### config.mk
export PLATFORM = sky130hd
export DESIGN_NAME = operand_fetch
export DESIGN_NICKNAME = d
export VERILOG_FILES = /design/src/rtl/operand_fetch.sv
export SDC_FILE = /design/constraint.sdc
export NUM_CORES = 1
export LEC_CHECK = 0
export CAP_MARGIN = 20
export CORE_ASPECT_RATIO = 0.9
export CORE_UTILIZATION = 59
export CTS_CLUSTER_SIZE = 40
export DETAILED_ROUTE_END_ITERATION = 16
export PLACE_DENSITY = 0.8
export SLEW_MARGIN = 20
export SYNTH_ARGS = -nofsm -noshare
export SYNTH_HDL_FRONTEND = slang
export SYNTH_SLANG_ARGS = --single-unit
### constraint.sdc
create_clock -name clk -period 2.55 [get_ports clk]
set_input_delay 0.51 -clock clk [delete_from_list [all_inputs] [get_ports clk]]
set_output_delay 0.51 -clock clk [all_outputs]
set_load 0.005 [all_outputs]
### src/rtl/operand_fetch.sv
// Operand fetch stage: 16-entry register file plus PSR, decodes an instruction into registered ALU operands.
// Optional feature macro OPERAND_BYPASS_EN forwards same-cycle write-back and PSR updates.
module operand_fetch #(
  parameter int unsigned WIDTH = 16
) (
  input  logic             clk,
  input  logic             reset,
  input  logic             instr_valid,
  input  logic [15:0]      instr,
  input  logic [WIDTH-1:0] pc,
  input  logic             stall,
  input  logic             wb_en,
  input  logic [3:0]       wb_addr,
  input  logic [WIDTH-1:0] wb_data,
  input  logic [4:0]       psr_wr_en,
  input  logic [4:0]       psr_wr,
  input  logic             psr_valid,
  output logic             op_valid,
  output logic [WIDTH-1:0] dst,
  output logic [WIDTH-1:0] src,
  output logic [3:0]       oper,
  output logic [3:0]       func,
  output logic [3:0]       cond,
  output logic [4:0]       psr_read,
  output logic [3:0]       dst_addr
);

  localparam int unsigned NREG = 16;

  logic [WIDTH-1:0] regs_q [NREG];
  logic [WIDTH-1:0] regs_d [NREG];
  logic [4:0]       psr_q, psr_d;
  logic             op_valid_q, op_valid_d;
  logic [WIDTH-1:0] dst_q, dst_d, src_q, src_d;
  logic [3:0]       oper_q, oper_d, func_q, func_d, cond_q, cond_d, dst_addr_q, dst_addr_d;

  logic [3:0]       rdest, rsrc, op_f, fn_f;
  logic [WIDTH-1:0] rd_dst, rd_src, sel_dst, sel_src;

  // Register file and PSR write-back
  always_comb begin
    for (int i = 0; i < NREG; i++) regs_d[i] = regs_q[i];
    if (wb_en) regs_d[wb_addr] = wb_data;
    psr_d = psr_q;
    if (psr_valid) psr_d = (psr_q & ~psr_wr_en) | (psr_wr & psr_wr_en);
  end

  // Register reads with optional same-cycle forwarding
  always_comb begin
    op_f   = instr[15:12];
    rdest  = instr[11:8];
    fn_f   = instr[7:4];
    rsrc   = instr[3:0];
    rd_dst = regs_q[rdest];
    rd_src = regs_q[rsrc];
`ifdef OPERAND_BYPASS_EN
    if (wb_en && (wb_addr == rdest)) rd_dst = wb_data;
    if (wb_en && (wb_addr == rsrc))  rd_src = wb_data;
`endif
  end

  // Operand selection by opcode class
  always_comb begin
    sel_dst = rd_dst;
    sel_src = {{(WIDTH-8){instr[7]}}, instr[7:0]};
    case (op_f)
      4'b0000: sel_src = rd_src;
      4'b0001, 4'b0010, 4'b0011: sel_src = WIDTH'(instr[7:0]);
      4'b1000: sel_src = {{(WIDTH-5){instr[4]}}, instr[4:0]};
      4'b1100: sel_dst = pc;
      4'b0100: begin
        sel_src = rd_src;
        if (fn_f == 4'b1100) sel_dst = pc;
      end
      default: ;
    endcase
  end

  // Output register next-state: capture, empty cycle, or hold on stall
  always_comb begin
    op_valid_d = op_valid_q;
    dst_d      = dst_q;
    src_d      = src_q;
    oper_d     = oper_q;
    func_d     = func_q;
    cond_d     = cond_q;
    dst_addr_d = dst_addr_q;
    if (!stall) begin
      op_valid_d = instr_valid;
      if (instr_valid) begin
        dst_d      = sel_dst;
        src_d      = sel_src;
        oper_d     = op_f;
        func_d     = fn_f;
        cond_d     = rdest;
        dst_addr_d = rdest;
      end
    end
  end

  always_ff @(posedge clk) begin
    if (reset) begin
      for (int i = 0; i < NREG; i++) regs_q[i] <= '0;
      psr_q      <= '0;
      op_valid_q <= 1'b0;
      dst_q      <= '0;
      src_q      <= '0;
      oper_q     <= '0;
      func_q     <= '0;
      cond_q     <= '0;
      dst_addr_q <= '0;
    end else begin
      for (int i = 0; i < NREG; i++) regs_q[i] <= regs_d[i];
      psr_q      <= psr_d;
      op_valid_q <= op_valid_d;
      dst_q      <= dst_d;
      src_q      <= src_d;
      oper_q     <= oper_d;
      func_q     <= func_d;
      cond_q     <= cond_d;
      dst_addr_q <= dst_addr_d;
    end
  end

  assign op_valid = op_valid_q;
  assign dst      = dst_q;
  assign src      = src_q;
  assign oper     = oper_q;
  assign func     = func_q;
  assign cond     = cond_q;
  assign dst_addr = dst_addr_q;
`ifdef OPERAND_BYPASS_EN
  assign psr_read = psr_d;
`else
  assign psr_read = psr_q;
`endif

endmodule

==> results.yml, run 1 <==
run_status:
  status: "finished, final reports clean"
global_routing:
  grt_pass1_vias: 14300
  grt_use_total: 0.417
  grt_max_degree: 150
  grt_pass1_wl_microns: 82600
  antenna_found_initial: 4
  grt.overflow.total: 0
sta:
  skew_ns: 0.0161
  fin_crit_ns: 2.17
  maxSlewHeadroom: 0.214
  rsz0062_at_grt: "false"
  fmax_ghz: 0.461
  fin_setup_tns_ns: 0
  tightest_slew_ns: 1.18
  drv_slew: 0
  hold_viol_final: 0
  fin_crit_sh: 0.850
  finalSetupViolCount: 0
setup_path:
  arrival_ns: 1.66
  worstSetupEndpointType: "primary output"
  worst_path_max_delay_cell: "clkdlybuf4s50_1"
  criticalPathCategory: "register to primary output"
  slowest_delay_ns: 0.58
  path_cells: "clkdlybuf4s50_1"
  path_delay_family: "buffers and inverters"
  cp_max_fo: 2
  path_buf_inv: 1
  worstPathRequired_ns: 2.04
  start_kind: "register"
  r2r_setup_slack_ns: 0.89
synthesis:
  synthTopCellsByArea: "dfxtp_1 (40%), mux4_2 (18%), nand2_1 (14%), a21oi_1 (9.6%), mux2_2 (3.0%)"
  synthAdderAreaFrac: 0
  synth_edf_count: 0
  synthFlopType: "dfxtp_1"
  synth_cells: 1729
  ys_types: 51
  synth.area.mux_share: 0.218
  synth.cell_area_sq_um: 15200
  synth-simple-area-share: 0.191
  synth_xor_area_frac: 0
  synth_top_area_cell: "dfxtp_1"
  ys_seq_area_frac: 0.403
  avgSynthCellArea_sq_um: 8.79
  async_reset_ff_frac: 0
  synth_seq_cells: 306
  synth_top_area_frac: 0.403
  yosysWarningCount: 0
  synth_compound_area_frac: 0.136
  syn-num-nets: 1797
  synth_top_family_by_area: "multiplexers"
finish:
  n_fill_cell: 1867
  area_growth_pct: 19.4
  finalNetCount: 1881
  final_util: 0.719
  drive_gt1_frac: 0.181
route:
  met2WireLength_microns: 23400
  drt_pass1_iterations: 6
  antenna_left: 0
  wl_per_cell_microns: 25.1
  routed_wl_microns: 54800
  maxUsedRoutingLayer: "met5"
  drtIter0Drc: 2566
  drc: 0
  viasPerCell: 6.80
  wl_met1_microns: 18600
  vias: 14800
  wl_met3_microns: 8790
die:
  start_util: 0.602
  dieArea_sq_um: 26400
  core-area_sq_um: 25300
  die_w_microns: 171
  rows: 55
  die_h_microns: 154
  boundaryPins: 122
placed_design:
  hpwl_microns: 35800
  gp_congestion: 0.935
  io_buffers: 121
clock_network:
  clockBufferDepth: 3
  post_cts_resized: 0
  cts.clk_slew.worst_paths_ns: 0.06
  clock_sinks: 306
  cts_setup_buffers: 0
  hold_buffers: 0
  cts_tree: "built"
  cts_made_buffers: 31
  root_buffer: "clkbuf_16"
  insertion_delay_ns: 0.57
  h-tree-depth: 1
power:
  irDropWorstVdd_mv: 0.483
  p_leak_nw: 6.09
  power_density_nw_per_um2: 610
worst_hold_path:
  worstHoldPathType: "input pin to register"
flow_run:
  max-cap-violations: 0
-- per-stage QoR --
stage	worst slack, ns	area [sq um]	hold WS [ns]	instances	total power, mW
after global placement	0.117	17100	0.442	2122	6.16
after detailed placement	0.140	17100	0.448	2122	6.18
after CTS	0.438	18200	0.380	2179	11.0
after floorplan	0.596	15200	0.441	1729	5.66
after global routing	0.394	18200	0.393	2181	11.3
final	0.382	18200	0.386	2181	11.1
-- cell usage in the layout, fill, tap and decap left out, types with 4 or more instances in the layout --
master | netlist | final
nand3_1 | 21 | 21
a22oi_1 | 9 | 9
bufinv_16 | 0 | 6
clkbuf_16 | 0 | 31
mux4_2 | 120 | 120
o2bb2ai_1 | 16 | 16
clkbuf_1 | 103 | 6
nor2_1 | 33 | 33
buf_12 | 1 | 23
nor2b_1 | 9 | 8
o21ai_0 | 22 | 22
nor3_2 | 1 | 4
clkdlybuf4s50_1 | 0 | 114
mux2i_1 | 8 | 8
mux2_2 | 41 | 41
clkbuf_8 | 0 | 7
nor3_1 | 37 | 34
a31o_2 | 9 | 9
nand2_1 | 574 | 574
clkinv_2 | 0 | 6
nor4_1 | 17 | 17
nand2b_1 | 5 | 5
dfxtp_1 | 306 | 306
buf_4 | 13 | 73
a21oi_1 | 291 | 291
-- per-layer routing --
metal,global-route usage,vias to the layer above
met5,0,-
met4,0.275,2
met3,0.148,324
met2,0.620,1381
met1,0.510,6906
li1,-,6227
-- cell type report --
type / count / area, sq um / area share
inverter: 4 / 15.0 / 0.000827
clock inverter: 14 / 226 / 0.0125
antenna: 2 / 5.00 / 0.000276
tap: 342 / 428 / 0.0236
multi-input combinational: 1256 / 8300 / 0.457
timing repair buffer: 214 / 2180 / 0.120
clock buffer: 43 / 881 / 0.0485
sequential: 306 / 6130 / 0.337
-- Yosys cell counts, types with 2 or more instances --
master	number
a221oi_2	2
nor4_1	17
mux2_2	41
o221ai_1	3
o31ai_1	2
nand3b_1	2
buf_4	13
or3_1	2
nor2b_1	9
dfxtp_1	306
o2111a_1	2
mux2i_1	8
o211ai_1	3
nand2b_1	5
nand2_1	574
inv_1	3
nor3_1	37
buf_6	10
mux4_1	2
buf_1	10
a21oi_1	291
clkbuf_1	103
o21ai_0	22
nand3_1	21
buf_2	26
a22oi_1	9
and3b_1	2
nor2_2	3
mux4_2	120
a31o_2	9
a211oi_1	2
o2bb2ai_1	16
and3_1	2
o22ai_1	3
nor2_1	33
-- cells by family after synthesis --
family	Yosys count
simple gates	713
compound gates	371
flops	306
mux	172
buf+inv	167
-- report_power, final --
part / total, mW / switching [mW] / internal, mW / leakage [nW]
clock: 4.96 / 1.95 / 3.01 / 0.545
combinational: 1.16 / 0.672 / 0.492 / 3.07
sequential: 4.96 / 0.0861 / 4.88 / 2.48
-- flip-flops by register name, indices dropped and copies added (netlist names), named ones only --
register	flops
regs_q	256
oper	4
dst	16
cond	4
src	16
func	4
op_valid	1
-- final timing paths --
kind | to | cells past startpoint | from
min | register | 2 | reset
max | dst[11] | 1 | dst[11]
min reg2reg | register | 2 | register
max reg2reg | src[6] | 4 | regs_q[5][6]
No activity file was read; power rests on OpenSTA's default activity.
==> run 2, diff against run 1 <==
Settings changed: CORE_ASPECT_RATIO 0.9 to unset, SLEW_MARGIN 20 to 40.
Clock period 2.55 ns to 2.4 ns, I/O delays scaled along.
==> run 2 against run 1 <==
Compared with the run above:
- non-clock buffer count up 18
- utilization up 0.41 points
- die area about the same
- largest cell class unchanged
- worst hold slack worse by 0.037 ns
- design area up 0.57%
- sequential cell count unchanged
- combinational power up 3%
- power up 5.7%
- largest power group unchanged
- final cell count up 0.46%
- highest routed layer unchanged
- worst setup slack worse by 0.017 ns
- sequential share of layout area down 0.19 points
==> results.yml, run 2 (synthesized netlist as in run 1, its figures left out) <==
sta:
  rsz0062_at_grt: "false"
  fin_setup_tns_ns: 0
  fin_crit_ns: 2.04
  finalSetupViolCount: 0
  skew_ns: 0.0177
  tightest_slew_ns: 0.777
  fin_crit_sh: 0.848
  fmax_ghz: 0.491
  fin_ws_ns: 0.364
  maxSlewHeadroom: 0.480
  drv_slew: 0
  hold_viol_final: 0
setup_path:
  criticalPathCategory: "register to primary output"
  cp.depth: 1
  r2r.worst_path.cells: 4
  worstPathRequired_ns: 1.92
  path_delay_family: "buffers and inverters"
  worstSetupEndpointType: "primary output"
  reg2reg_from: "regs_q[5][6]"
  slowest_delay_ns: 0.60
  cp_max_fo: 2
  arrival_ns: 1.56
  worst_path_max_delay_cell: "clkdlybuf4s50_1"
  start_kind: "register"
  path_buf_inv: 1
  reg2reg_to: "src[6]"
  r2r_setup_slack_ns: 0.67
  path_cells: "clkdlybuf4s50_1"
clock_network:
  cts.clk_slew.worst_paths_ns: 0.06
  insertion_delay_ns: 0.58
  h-tree-depth: 1
  cts_made_buffers: 31
  hold_buffers: 0
  cts_tree: "built"
  root_buffer: "clkbuf_16"
  post_cts_resized: 0
  clock_sinks: 306
  cts_setup_buffers: 0
  clockBufferDepth: 3
die:
  start_util: 0.602
  core-area_sq_um: 25300
  rows: 58
  boundaryPins: 122
  die_w_microns: 163
  dieArea_sq_um: 26400
  die_h_microns: 163
global_routing:
  grt.overflow.total: 0
  grt_max_degree: 133
  grt_use_total: 0.383
  grt_pass1_wl_microns: 77200
  antenna_found_initial: 7
  grt_pass1_vias: 13800
route:
  maxUsedRoutingLayer: "met5"
  wl_met3_microns: 7530
  wl_per_cell_microns: 23.2
  antenna_left: 0
  drc: 0
  drt_pass1_iterations: 8
  drtIter0Drc: 2386
  vias: 14400
  viasPerCell: 6.58
  routed_wl_microns: 50700
  met2WireLength_microns: 22600
  wl_met1_microns: 17800
placed_design:
  gp_congestion: 0.946
  io_buffers: 121
  dpl_worst_slack_ns: 0.112
  hpwl_microns: 34600
worst_hold_path:
  worstHoldPathType: "input pin to register"
  hold_depth: 2
  hp-start: "reset"
  min_to: "op_valid"
finish:
  drive_gt1_frac: 0.191
  largest_register_ffs: 256
  n_fill_cell: 1751
  multi_input_area_sq_um: 8300
  mostFrequentLayoutCell: "nand2_1"
  finalNetCount: 1899
  top_register: "regs_q"
  final_cell_mix: "nand2_1 (574), dfxtp_1 (306), a21oi_1 (291)"
  regArea_sq_um: 6130
  area_growth_pct: 20.1
run_status:
  status: "finished, final reports clean"
power:
  p_leak_nw: 6.18
  power_density_nw_per_um2: 641
  irDropWorstVdd_mv: 0.525
flow_run:
  max-cap-violations: 0
-- run 2: cell types whose count changed in the layout (fill, tap and decap cells not counted) --
cell and delta:
clkbuf_8 +3, buf_4 +21, buf_12 -3, clkbuf_1 -3, diode_2 +4, inv_8 +1
bufinv_16 -1
-- run 2: layout make-up --
cell class              count  share of cell area
clock inverters            14              0.0114
inverters                   4            0.000822
multi-input cells        1256               0.455
diodes                      6            0.000822
flip-flops and latches    306               0.335
repair buffers            232               0.125
clock buffers              43              0.0499
well taps                 330              0.0226
-- run 2: metal layers --
metal | vias up | track usage
met1 | 6796 | 0.495
met5 | - | 0
met2 | 1123 | 0.588
met3 | 218 | 0.0955
met4 | 2 | 0.216
li1 | 6271 | -
-- run 2: power by group --
group	leakage, nW	switching (mW)	total, mW	internal, mW
Clock	0.555	2.07	5.25	3.18
Combinational	3.15	0.676	1.20	0.526
Sequential	2.48	0.0762	5.26	5.18
-- run 2: worst max path at each step --
stage / to / startpoint
6_report: src[0] / src[0]
5_1_grt: src[15] / src[15]
4_1_cts: src[9] / src[9]
3_5_place_dp: regs_q[1][3] / wb_addr[2]
3_3_place_gp: src[6] / instr[1]
2_1_floorplan: dst[0] / instr[8]
-- run 2: per-stage QoR --
stage / hold WS [ns] / util / std cells / cell area (sq um) / total power, mW
after global placement: 0.441 / 0.678 / 2128 / 17100 / 6.51
after CTS: 0.342 / 0.723 / 2185 / 18300 / 11.7
final: 0.349 / 0.723 / 2191 / 18300 / 11.7
after detailed placement: 0.446 / 0.678 / 2128 / 17100 / 6.53
after global routing: 0.363 / 0.723 / 2190 / 18300 / 12.0
after floorplan: 0.441 / - / 1729 / 15200 / 6.02
==> run 3, diff against run 2 <==
Settings changed: CORE_UTILIZATION 59 to 53, PLACE_DENSITY 0.8 to 0.76.
Clock period 2.4 ns to 1.8 ns, I/O delays scaled along.
==> run 3 against run 2 <==
Compared with the run above:
- clock-buffer cell count increased by 2
- worst setup slack got worse by 0.35 ns
- clock skew decreased by 0.0089 ns
- final cell count increased by 5.4%
- die area increased by 11%
- power increased by 35%
- global-route usage decreased by 2.2 points
- worst hold slack got worse by 0.27 ns
- design area increased by 4.9%
- non-clock buffer count increased by 79
- sequential cell count unchanged
- sequential share of layout area decreased by 1.5 points
- largest cell class unchanged
- highest routed layer unchanged
==> results.yml, run 3 (synthesized netlist as in run 1, its figures left out) <==
setup_path:
  criticalPathCategory: "register to primary output"
  path_buf_inv: 1
  start_kind: "register"
  cp.depth: 1
  slowest_delay_ns: 0.51
  r2r.worst_path.cells: 4
  critPathCapture: "dst[11]"
  worstPathRequired_ns: 1.44
  worstSetupStartpoint: "dst[11]"
  arrival_ns: 1.42
  reg2reg_from: "regs_q[6][6]"
  r2r_setup_slack_ns: 0.09
  path_cells: "clkdlybuf4s50_1"
  worst_path_max_delay_cell: "clkdlybuf4s50_1"
  path_delay_family: "buffers and inverters"
  reg2reg_to: "src[6]"
  cp_max_fo: 2
  worstSetupEndpointType: "primary output"
route:
  routed_wl_microns: 52600
  drtIter0Drc: 1911
  vias: 14800
  drc: 0
  antenna_left: 0
  viasPerCell: 6.39
  drt_pass1_iterations: 6
  wl_per_cell_microns: 22.8
clock_network:
  h-tree-depth: 1
  root_buffer: "clkbuf_16"
  clockBufferDepth: 3
  cts_setup_buffers: 0
  cts.clk_slew.worst_paths_ns: 0.06
  insertion_delay_ns: 0.57
  cts_tree: "built"
  cts_made_buffers: 31
  clock_sinks: 306
sta:
  finalSetupViolCount: 0
  fmax_ghz: 0.561
  maxSlewHeadroom: 0.576
  tightest_slew_ns: 0.636
  drv_slew: 0
  fin_crit_ns: 1.78
  fin_crit_sh: 0.990
  skew_ns: 0.00885
  hold_viol_final: 0
  fin_ws_ns: 0.0185
  rsz0062_at_grt: "false"
finish:
  top_register: "regs_q"
  n_fill_cell: 2044
  area_growth_pct: 26.1
  diodes: 0
  stdcell_count: 2309
  finalNetCount: 1978
  mostFrequentLayoutCell: "nand2_1"
  regArea_sq_um: 6140
  final_cell_mix: "nand2_1 (574), dfxtp_1 (296), a21oi_1 (291)"
  multi_input_area_sq_um: 8310
  drive_gt1_frac: 0.228
  largest_register_ffs: 256
  fin_area_sq_um: 19200
run_status:
  status: "finished, final reports clean"
global_routing:
  grt.overflow.total: 0
  grt_pass1_vias: 14400
  grt_max_degree: 133
  grt_use_total: 0.361
  antenna_found_initial: 1
  grt_pass1_wl_microns: 80400
placed_design:
  dpl_worst_slack_ns: -0.356
  dp_cells: 2255
  gp_congestion: 0.951
  hpwl_microns: 36700
  io_buffers: 121
  placed_area_sq_um: 18000
die:
  rows: 61
  start_util: 0.543
  die_w_microns: 171
  dieArea_sq_um: 29400
  core-area_sq_um: 28000
  boundaryPins: 122
  die_h_microns: 171
power:
  comb_power_share: 0.111
  switching_share: 0.240
  p_seq_frac: 0.443
  p_switching_mw: 3.80
  fin_total_pwr_mw: 15.8
  internal_power_mw: 12.0
  irDropWorstVdd_mv: 0.879
  p_leak_nw: 7.02
  power_density_nw_per_um2: 826
  p_clk_frac: 0.446
worst_hold_path:
  worstHoldPathType: "input pin to register"
flow_run:
  max-cap-violations: 0
==> run 3: cell count changes in the layout (fill, tap and decap cells not counted), sizes merged <==
cell	change
dlymetal6s2s	+19
diode	-6
buf	+79
clkbuf	+2
clkinv	-5
dlygate4sd2	+11
clkdlybuf4s50	-30
==> run 3: worst min path at each step <==
stage | from | to | cells after the start | slack [ns]
finish | reset | op_valid | 2 | 0.08
CTS | reset | op_valid | 2 | 0.07
global route | reset | dst[15] | 2 | 0.09
detailed placement | oper[3] | oper[3] | 2 | 0.45
global placement | oper[2] | oper[2] | 2 | 0.44
floorplan | regs_q[6][6] | regs_q[6][6] | 2 | 0.44
==> run 3: what timing repair did <==
action / in CTS / in global routing
hold buffers: 0 / 0
endpoints found under the setup margin: 18 / 29
gates resized for setup: 15 / 26
==> run 3: metrics by stage <==
step	util	hold slack, ns	TNS [ns]
floorplan	-	0.441	-0.0572
global placement	0.643	0.441	-38.66
CTS	0.682	0.0730	0
global route	0.684	0.0942	0
finish	0.684	0.0799	0
detailed placement	0.643	0.446	-48.39
==> run 3: layout make-up <==
| class | instances | area share |
|---|---|---|
| repair buffers | 311 | 0.163 |
| clock inverters | 9 | 0.00940 |
| well taps | 378 | 0.0247 |
| inverters | 4 | 0.000783 |
| flip-flops and latches | 306 | 0.320 |
| multi-input cells | 1256 | 0.433 |
| clock buffers | 45 | 0.0490 |
==> run 3: per-layer routing <==
layer  vias to the layer above  routed length [microns]  global-route usage  part of all wire
met5                         -                       20                   0           0.00038
met4                         2                     2830               0.207             0.054
met3                       222                     6310              0.0787              0.12
met2                      1031                    24200               0.585              0.46
met1                      7061                    19300               0.445              0.37
li1                       6434                        -                   -                 -
==> run 3: power groups by stage <==
| stage | registers, mW | clock network [mW] | logic [mW] |
|---|---|---|---|
| final | 7.01 | 7.06 | 1.76 |
| after global routing | 7.02 | 7.33 | 1.86 |
| after CTS | 7.01 | 7.04 | 1.73 |
| after detailed placement | 7.16 | 0 | 1.73 |
| after global placement | 7.15 | 0 | 1.71 |
| after floorplan | 7.13 | 0 | 0.891 |
